[config.mk]
export PLATFORM = sky130hd
export DESIGN_NAME = muldiv_unit_flat
export DESIGN_NICKNAME = d
export VERILOG_FILES = /design/src/rtl/muldiv_unit_if.sv /design/src/rtl/muldiv_unit.sv /design/src/flat_wrapper.sv
export SDC_FILE = /design/constraint.sdc
export NUM_CORES = 1
export LEC_CHECK = 0
export CAP_MARGIN = 40
export CELL_PAD_IN_SITES_DETAIL_PLACEMENT = 2
export CELL_PAD_IN_SITES_GLOBAL_PLACEMENT = 2
export CORE_MARGIN = 2
export CORE_UTILIZATION = 38
export DETAILED_ROUTE_END_ITERATION = 8
export PLACE_DENSITY_LB_ADDON = 0.1
export SLEW_MARGIN = 20
export SYNTH_ARGS = -nofsm -noshare
export SYNTH_HDL_FRONTEND = slang
export SYNTH_SLANG_ARGS = --single-unit
[constraint.sdc]
create_clock -name clock -period 11.55 [get_ports clock]
set_clock_uncertainty 0.1 [all_clocks]
set_input_delay 1.7325 -clock clock [delete_from_list [all_inputs] [get_ports clock]]
set_output_delay 1.7325 -clock clock [all_outputs]
set_load 0.05 [all_outputs]
[src/rtl/muldiv_unit_if.sv]
`default_nettype none
// ============================================================================
// Module      : muldiv_unit_if
// Description : Request/response handshake bundle for the M-extension unit.
//               The master side issues operations and consumes results; the
//               slave side is the muldiv_unit itself.
// Ports       : req_valid/req_ready/req_funct3/req_a/req_b/req_tag - request
//               flush                                               - kill
//               resp_valid/resp_ready/resp_result/resp_tag          - response
// Revision    : 1.0 - initial release
// ============================================================================
interface muldiv_unit_if #(
  parameter int XLEN  = 32,
  parameter int TAG_W = 5
);
  logic             req_valid;
  logic             req_ready;
  logic [2:0]       req_funct3;
  logic [XLEN-1:0]  req_a;
  logic [XLEN-1:0]  req_b;
  logic [TAG_W-1:0] req_tag;
  logic             flush;
  logic             resp_valid;
  logic             resp_ready;
  logic [XLEN-1:0]  resp_result;
  logic [TAG_W-1:0] resp_tag;

  modport master (
    output req_valid, req_funct3, req_a, req_b, req_tag, flush, resp_ready,
    input  req_ready, resp_valid, resp_result, resp_tag
  );

  modport slave (
    input  req_valid, req_funct3, req_a, req_b, req_tag, flush, resp_ready,
    output req_ready, resp_valid, resp_result, resp_tag
  );
endinterface
`default_nettype wire

[src/rtl/muldiv_unit.sv]
`default_nettype none
// ============================================================================
// Module      : muldiv_unit
// Description : Multi-cycle RISC-V M-extension unit (MUL/MULH/MULHSU/MULHU/
//               DIV/DIVU/REM/REMU). Radix-2 shift-add multiplier, restoring
//               divider, optional single-cycle multiplier, tag passthrough
//               and flush.
// Ports       : clock   - system clock, rising edge
//               reset_n - asynchronous active-low reset
//               bus     - muldiv_unit_if slave (request, flush, response)
// Revision    : 1.0 - initial release
// ============================================================================
module muldiv_unit #(
  parameter int XLEN     = 32,
  parameter int TAG_W    = 5,
  parameter int FAST_MUL = 0
) (
  input  logic         clock,
  input  logic         reset_n,
  muldiv_unit_if.slave bus
);

  localparam int CNT_W = $clog2(XLEN + 1);

  localparam logic [1:0] ST_IDLE = 2'd0;
  localparam logic [1:0] ST_CALC = 2'd1;
  localparam logic [1:0] ST_DONE = 2'd2;

  localparam logic [XLEN-1:0]  MOST_NEG = {1'b1, {(XLEN-1){1'b0}}};
  localparam logic [CNT_W-1:0] LAST_CNT = CNT_W'(XLEN - 1);

  logic [1:0]        r_state;
  logic [1:0]        w_state_next;
  logic [2:0]        r_op;
  logic              r_neg;
  logic [XLEN-1:0]   r_opb;
  logic [2*XLEN-1:0] r_acc;
  logic [CNT_W-1:0]  r_cnt;
  logic [XLEN-1:0]   r_result;
  logic [TAG_W-1:0]  r_tag;

  // --------------------------------------------------------------------------
  // Final result selection. For multiplies p is the unsigned 2*XLEN product;
  // for divides p holds {remainder, quotient} of the magnitudes.
  // --------------------------------------------------------------------------
  function automatic logic [XLEN-1:0] finish_result(
    input logic [2:0]        op,
    input logic              neg,
    input logic [2*XLEN-1:0] p
  );
    logic [2*XLEN-1:0] pm;
    logic [XLEN-1:0]   sel;
    pm  = neg ? (2*XLEN)'(0) - p : p;
    sel = op[1] ? p[2*XLEN-1:XLEN] : p[XLEN-1:0];
    if (op[2]) begin
      finish_result = neg ? XLEN'(0) - sel : sel;
    end else if (op == 3'd0) begin
      finish_result = pm[XLEN-1:0];
    end else begin
      finish_result = pm[2*XLEN-1:XLEN];
    end
  endfunction

  // --------------------------------------------------------------------------
  // Operand conditioning at accept
  // --------------------------------------------------------------------------
  logic [2:0]        w_f;
  logic              w_a_signed;
  logic              w_b_signed;
  logic              w_sa;
  logic              w_sb;
  logic [XLEN-1:0]   w_abs_a;
  logic [XLEN-1:0]   w_abs_b;
  logic              w_neg;
  logic              w_div0;
  logic              w_ovf;
  logic [XLEN-1:0]   w_special;
  logic              w_fast;
  logic              w_accept;
  logic [2*XLEN-1:0] w_fast_prod;

  assign w_f        = bus.req_funct3;
  assign w_a_signed = (w_f == 3'd1) || (w_f == 3'd2) || (w_f == 3'd4) || (w_f == 3'd6);
  assign w_b_signed = (w_f == 3'd1) || (w_f == 3'd4) || (w_f == 3'd6);
  assign w_sa       = w_a_signed && bus.req_a[XLEN-1];
  assign w_sb       = w_b_signed && bus.req_b[XLEN-1];
  assign w_abs_a    = w_sa ? XLEN'(0) - bus.req_a : bus.req_a;
  assign w_abs_b    = w_sb ? XLEN'(0) - bus.req_b : bus.req_b;
  // Remainder follows the dividend; product and quotient follow sa^sb.
  assign w_neg      = (w_f[2] && w_f[1]) ? w_sa : (w_sa ^ w_sb);

  assign w_div0     = w_f[2] && (bus.req_b == '0);
  // Only DIV (4) and REM (6) are signed divides, both with funct3[0]==0.
  assign w_ovf      = w_f[2] && !w_f[0] && (bus.req_a == MOST_NEG) && (bus.req_b == '1);
  assign w_special  = w_div0 ? (w_f[1] ? bus.req_a : '1)
                             : (w_f[1] ? '0 : bus.req_a);
  assign w_fast     = w_f[2] ? (w_div0 || w_ovf) : (FAST_MUL != 0);
  assign w_accept   = bus.req_valid && (r_state == ST_IDLE) && !bus.flush;

  generate
    if (FAST_MUL != 0) begin : g_fast_mul
      assign w_fast_prod = {{XLEN{1'b0}}, w_abs_a} * {{XLEN{1'b0}}, w_abs_b};
    end else begin : g_iter_mul
      assign w_fast_prod = '0;
    end
  endgenerate

  // --------------------------------------------------------------------------
  // One iteration step. r_acc low half starts as |a| and shifts out:
  //   multiply: r_acc = {partial sum, remaining multiplier bits}
  //   divide  : r_acc = {partial remainder, dividend bits / quotient bits}
  // --------------------------------------------------------------------------
  logic [XLEN:0]     w_mul_sum;
  logic [XLEN:0]     w_div_shift;
  logic [XLEN:0]     w_div_diff;
  logic [2*XLEN-1:0] w_acc_next;
  logic              w_last;

  assign w_mul_sum   = {1'b0, r_acc[2*XLEN-1:XLEN]} + (r_acc[0] ? {1'b0, r_opb} : '0);
  assign w_div_shift = r_acc[2*XLEN-1:XLEN-1];
  assign w_div_diff  = w_div_shift - {1'b0, r_opb};
  assign w_last      = (r_cnt == LAST_CNT);

  always_comb begin
    w_acc_next = r_acc;
    if (r_op[2]) begin
      // Restoring step: keep the trial difference only if it did not borrow.
      if (!w_div_diff[XLEN]) begin
        w_acc_next = {w_div_diff[XLEN-1:0], r_acc[XLEN-2:0], 1'b1};
      end else begin
        w_acc_next = {w_div_shift[XLEN-1:0], r_acc[XLEN-2:0], 1'b0};
      end
    end else begin
      w_acc_next = {w_mul_sum, r_acc[XLEN-1:1]};
    end
  end

  // --------------------------------------------------------------------------
  // FSM: state register / next state / outputs
  // --------------------------------------------------------------------------
  always_ff @(posedge clock or negedge reset_n) begin
    if (!reset_n) begin
      r_state <= ST_IDLE;
    end else begin
      r_state <= w_state_next;
    end
  end

  always_comb begin
    w_state_next = r_state;
    if (bus.flush) begin
      w_state_next = ST_IDLE;
    end else begin
      case (r_state)
        ST_IDLE: if (bus.req_valid) w_state_next = w_fast ? ST_DONE : ST_CALC;
        ST_CALC: if (w_last)         w_state_next = ST_DONE;
        ST_DONE: if (bus.resp_ready) w_state_next = ST_IDLE;
        default:                     w_state_next = ST_IDLE;
      endcase
    end
  end

  always_comb begin
    bus.req_ready  = (r_state == ST_IDLE);
    bus.resp_valid = (r_state == ST_DONE);
  end

  assign bus.resp_result = r_result;
  assign bus.resp_tag    = r_tag;

  // --------------------------------------------------------------------------
  // Datapath registers
  // --------------------------------------------------------------------------
  always_ff @(posedge clock or negedge reset_n) begin
    if (!reset_n) begin
      r_op     <= '0;
      r_neg    <= 1'b0;
      r_opb    <= '0;
      r_acc    <= '0;
      r_cnt    <= '0;
      r_result <= '0;
      r_tag    <= '0;
    end else if (w_accept) begin
      r_op  <= w_f;
      r_tag <= bus.req_tag;
      r_neg <= w_neg;
      r_opb <= w_abs_b;
      r_acc <= {{XLEN{1'b0}}, w_abs_a};
      r_cnt <= '0;
      if (w_fast) begin
        r_result <= w_f[2] ? w_special : finish_result(w_f, w_neg, w_fast_prod);
      end
    end else if ((r_state == ST_CALC) && !bus.flush) begin
      r_acc <= w_acc_next;
      r_cnt <= r_cnt + CNT_W'(1);
      if (w_last) begin
        r_result <= finish_result(r_op, r_neg, w_acc_next);
      end
    end
  end

endmodule
`default_nettype wire

[src/flat_wrapper.sv]
// flat-port wrapper written by rule: the top's interface ports become plain ports
module muldiv_unit_flat 
#(
  parameter int XLEN     = 32,
  parameter int TAG_W    = 5,
  parameter int FAST_MUL = 0
)
  (clock, reset_n, bus_req_valid, bus_req_funct3, bus_req_a, bus_req_b, bus_req_tag, bus_flush, bus_resp_ready, bus_req_ready, bus_resp_valid, bus_resp_result, bus_resp_tag);
  muldiv_unit_if #(.XLEN(XLEN), .TAG_W(TAG_W)) bus_i ();
  input  logic clock;
  input  logic reset_n;
  input wire logic [$bits(bus_i.req_valid)-1:0] bus_req_valid;
  input wire logic [$bits(bus_i.req_funct3)-1:0] bus_req_funct3;
  input wire logic [$bits(bus_i.req_a)-1:0] bus_req_a;
  input wire logic [$bits(bus_i.req_b)-1:0] bus_req_b;
  input wire logic [$bits(bus_i.req_tag)-1:0] bus_req_tag;
  input wire logic [$bits(bus_i.flush)-1:0] bus_flush;
  input wire logic [$bits(bus_i.resp_ready)-1:0] bus_resp_ready;
  output wire logic [$bits(bus_i.req_ready)-1:0] bus_req_ready;
  output wire logic [$bits(bus_i.resp_valid)-1:0] bus_resp_valid;
  output wire logic [$bits(bus_i.resp_result)-1:0] bus_resp_result;
  output wire logic [$bits(bus_i.resp_tag)-1:0] bus_resp_tag;
  assign bus_i.req_valid = bus_req_valid;
  assign bus_i.req_funct3 = bus_req_funct3;
  assign bus_i.req_a = bus_req_a;
  assign bus_i.req_b = bus_req_b;
  assign bus_i.req_tag = bus_req_tag;
  assign bus_i.flush = bus_flush;
  assign bus_i.resp_ready = bus_resp_ready;
  assign bus_req_ready = bus_i.req_ready;
  assign bus_resp_valid = bus_i.resp_valid;
  assign bus_resp_result = bus_i.resp_result;
  assign bus_resp_tag = bus_i.resp_tag;
  muldiv_unit #(.XLEN(XLEN), .TAG_W(TAG_W), .FAST_MUL(FAST_MUL)) u_core (.clock(clock), .reset_n(reset_n), .bus(bus_i));
endmodule
==> results.sh <==
export IMPL_seqPwrFrac=0.173
export IMPL_synth_nets=2527
export IMPL_syn_area_per_cell_sq_um=7.21
export IMPL_yosysTopAreaCellShare=0.211
export IMPL_status="finished, final reports clean"
export IMPL_postLayoutCoreUtil=0.439
export IMPL_swShare=0.564
export IMPL_power_switching_w=0.00255
export IMPL_die_area_sq_um=46900
export IMPL_ctsResizeCount=0
export IMPL_crit_path_start_kind="flip-flop"
export IMPL_synth_edf_count=0
export IMPL_critPathMaxFanout=25
export IMPL_hold_buffers=0
export IMPL_synthFlopType="dfrtp_1"
export IMPL_htree_levels=4
export IMPL_vdd_drop_max_mv=0.121
export IMPL_drc_errors=0
export IMPL_cts_num_sinks=145
export IMPL_gp_congestion=0.973
export IMPL_hold_violations=0
export IMPL_synthesis_area_sq_um=17200
export IMPL_drt_iter0_markers=1385
export IMPL_grt_use_total=0.361
export IMPL_path_class="reg -> reg"
export IMPL_first_pass_iters=5
export IMPL_ys_seq_area_frac=0.211
export IMPL_ys_ff_latch=145
export IMPL_top_usage_layer="met2"
export IMPL_ys_types=90
export IMPL_maxCapViolCount=0
export IMPL_synth_async_sr_flop_share=1.00
export IMPL_numCtsBuffers=17
export IMPL_vias_per_cell=6.51
export IMPL_cts_tree="done"
export IMPL_gr_usage_met2=0.613
export IMPL_ant_nets=0
export IMPL_min_period_over_period=0.594
export IMPL_finalCriticalPeriod_ns=6.86
export IMPL_nets=2564
export IMPL_cts_root_buffer="clkbuf_16"
export IMPL_wl_per_cell_microns=28.1
export IMPL_worst_pin_slew_ns=0.880
export IMPL_ff_latch_area_sq_um=3630
export IMPL_antenna_found_initial=1
export IMPL_synth_area_top_cells="dfrtp_1 (21%), o21ai_0 (6.3%), nand2_1 (6.1%), a21oi_1 (5.8%), nor2_1 (5.6%)"
export IMPL_multiInputGateArea_sq_um=12700
export IMPL_grt_remaining_overflow=0
export IMPL_hpwl_mm=65.2
export IMPL_yosysWarnings=0
export IMPL_setup_tns_ns=0
export IMPL_num_rows=77
export IMPL_start_util=0.386
export IMPL_arrival_ns=7.13
export IMPL_hold_path_class="reg -> reg"
export IMPL_post_synth_top_count_cell="nand2_1"
export IMPL_grt_pass1_wl_mm=129
export IMPL_grt_start_max_net_pins=76
export IMPL_setup_violations_final=0
export IMPL_postCtsSetupBuffers=0
export IMPL_rsz0062_at_grt="false"
export IMPL_synth_cells=2378
export IMPL_met1_usage=0.449
export IMPL_io_pins=116
export IMPL_clk_pin_slew_ns=0.07
export IMPL_power_internal_w=0.00198
export IMPL_fillers=5239
export IMPL_io_buffer_count=115
export IMPL_first_global_vias=20770
export IMPL_whs_ns=0.384
export IMPL_core_sq_um=44400
export IMPL_num_vias=19651
export IMPL_clock_power_share=0.131
export IMPL_die_h_microns=216
export IMPL_layout_drive_gt1_share=0.0634
export IMPL_clk_path_buf_depth=2
export IMPL_drt_wl_total_mm=84.7
export IMPL_synth_top_area_cell="dfrtp_1"
export IMPL_antenna_cells=0
export IMPL_power_density_nw_per_um2=232
export IMPL_max_freq_mhz=146
export IMPL_drv_slew=0
export IMPL_required_ns=11.82
export IMPL_met3_usage=0.0606
export IMPL_relSlewSlack=0.411
export IMPL_clock_latency_ns=0.52
export IMPL_synthTopCellsByCount="nand2_1 (278), nor2_1 (256), o21ai_0 (215), a21oi_1 (198), dfrtp_1 (145)"
export IMPL_leakage_nw=7.82
export IMPL_area_delta_synth_final_pct=13.7
export IMPL_comb_power_share=0.696
export IMPL_die_w_microns=216
export IMPL_cp_end_kind="flip-flop"
-- final cells by class --
cell class / count / share of cell area
clock buffers: 19 / 0.0222
well taps: 592 / 0.0380
multi-input cells: 2024 / 0.651
flip-flops and latches: 145 / 0.186
repair buffers: 165 / 0.0829
clock inverters: 13 / 0.00712
inverters: 62 / 0.0119
-- state kept, by name, indices dropped and copies added (netlist names) --
signal	cells
u_core.r_acc	64
u_core.bus.resp_result	32
u_core.r_opb	32
u_core.r_cnt	6
u_core.bus.resp_tag	5
u_core.r_op	3
u_core.r_state	2
u_core.r_neg	1
-- metrics by stage --
| stage | std cells | worst slack [ns] | instance area [sq um] | power [W] |
|---|---|---|---|---|
| after floorplan | 2378 | 5.77 | 17200 | 0.00277 |
| after global placement | 2975 | 4.62 | 18700 | 0.00373 |
| after detailed placement | 2984 | 4.43 | 18900 | 0.00385 |
| after CTS | 3016 | 4.50 | 19400 | 0.00448 |
| after global routing | 3020 | 4.33 | 19500 | 0.00479 |
| final | 3020 | 4.69 | 19500 | 0.00453 |
-- metal layers --
metal	wire, microns	up-vias	share of wire
met5	0	-	0
met4	3820	0	0.045
li1	-	8759	-
met2	40500	637	0.48
met3	4740	197	0.056
met1	35700	10058	0.42
-- cells in the final DEF, fill, tap and decap left out, types with 20 or more instances in the layout --
master           instances
a21o_1                  26
and2_1                  46
xor2_1                  77
nand2b_1                23
xnor2_1                 98
a31oi_1                 38
o21ai_0                215
nor2_1                 255
nor4_1                  20
inv_1                   61
clkdlybuf4s50_1        114
a211oi_1                23
nand2_1                277
a21oi_1                198
a221oi_1                21
mux2i_1                 71
a22o_1                  23
dfrtp_1                142
nand4_1                 34
or3_1                   32
nand3_1                 54
o211ai_1                47
buf_4                   39
o31ai_1                 25
ha_1                    70
nor3_1                  77
-- power groups by stage --
stage / clock network [W] / logic, W / registers (W)
after floorplan: 0 / 0.00206 / 0.000706
after global placement: 0 / 0.00295 / 0.000780
after detailed placement: 0 / 0.00306 / 0.000791
after CTS: 0.000606 / 0.00309 / 0.000784
after global routing: 0.000621 / 0.00337 / 0.000794
final: 0.000596 / 0.00315 / 0.000784
-- worst paths after layout --
check                                       start                          to  slack [ns]  cells after the start
max in group asynchronous                 reset_n              u_core.r_op[2]        9.11                      2
hold reg to reg            u_core.bus.resp_tag[4]      u_core.bus.resp_tag[4]        0.38                      2
setup / recovery                 u_core.r_acc[31]  u_core.bus.resp_result[27]        4.69                     19
setup reg to reg                 u_core.r_acc[31]  u_core.bus.resp_result[27]        4.69                     19
min in group asynchronous                 reset_n            u_core.r_acc[41]        1.06                      1
hold / removal             u_core.bus.resp_tag[4]      u_core.bus.resp_tag[4]        0.38                      2
-- worst max-delay path: stages, from the launching register on --
cell	delay [ns]
dfrtp_1	0.44
inv_1	0.14
ha_1	0.25
fa_1	0.41
nand2b_1	0.21
a21oi_4	0.20
o21ai_2	0.12
o31a_1	0.29
o21a_1	0.20
buf_4	0.23
xnor2_4	0.58
buf_4	0.52
mux2i_1	0.30
a211oi_1	0.45
nand4_1	0.41
or3_1	0.64
o21ai_0	0.43
nor3_1	0.10
a221oi_1	0.49
o21ai_0	0.17
-- logic make-up (layout without fill, tap and decap cells) --
family / Yosys count / in the layout / synth area share
adders and majority gates: 72 / 72 / 0.0534
buffers and inverters: 209 / 259 / 0.0487
muxes: 92 / 92 / 0.0565
AOI/OAI and AO/OA: 769 / 769 / 0.286
and+or+nand+nor: 914 / 914 / 0.252
DFF: 145 / 145 / 0.211
xor gates and xnor gates: 177 / 177 / 0.0919
Note: power is estimated with default switching activity, not from simulation.
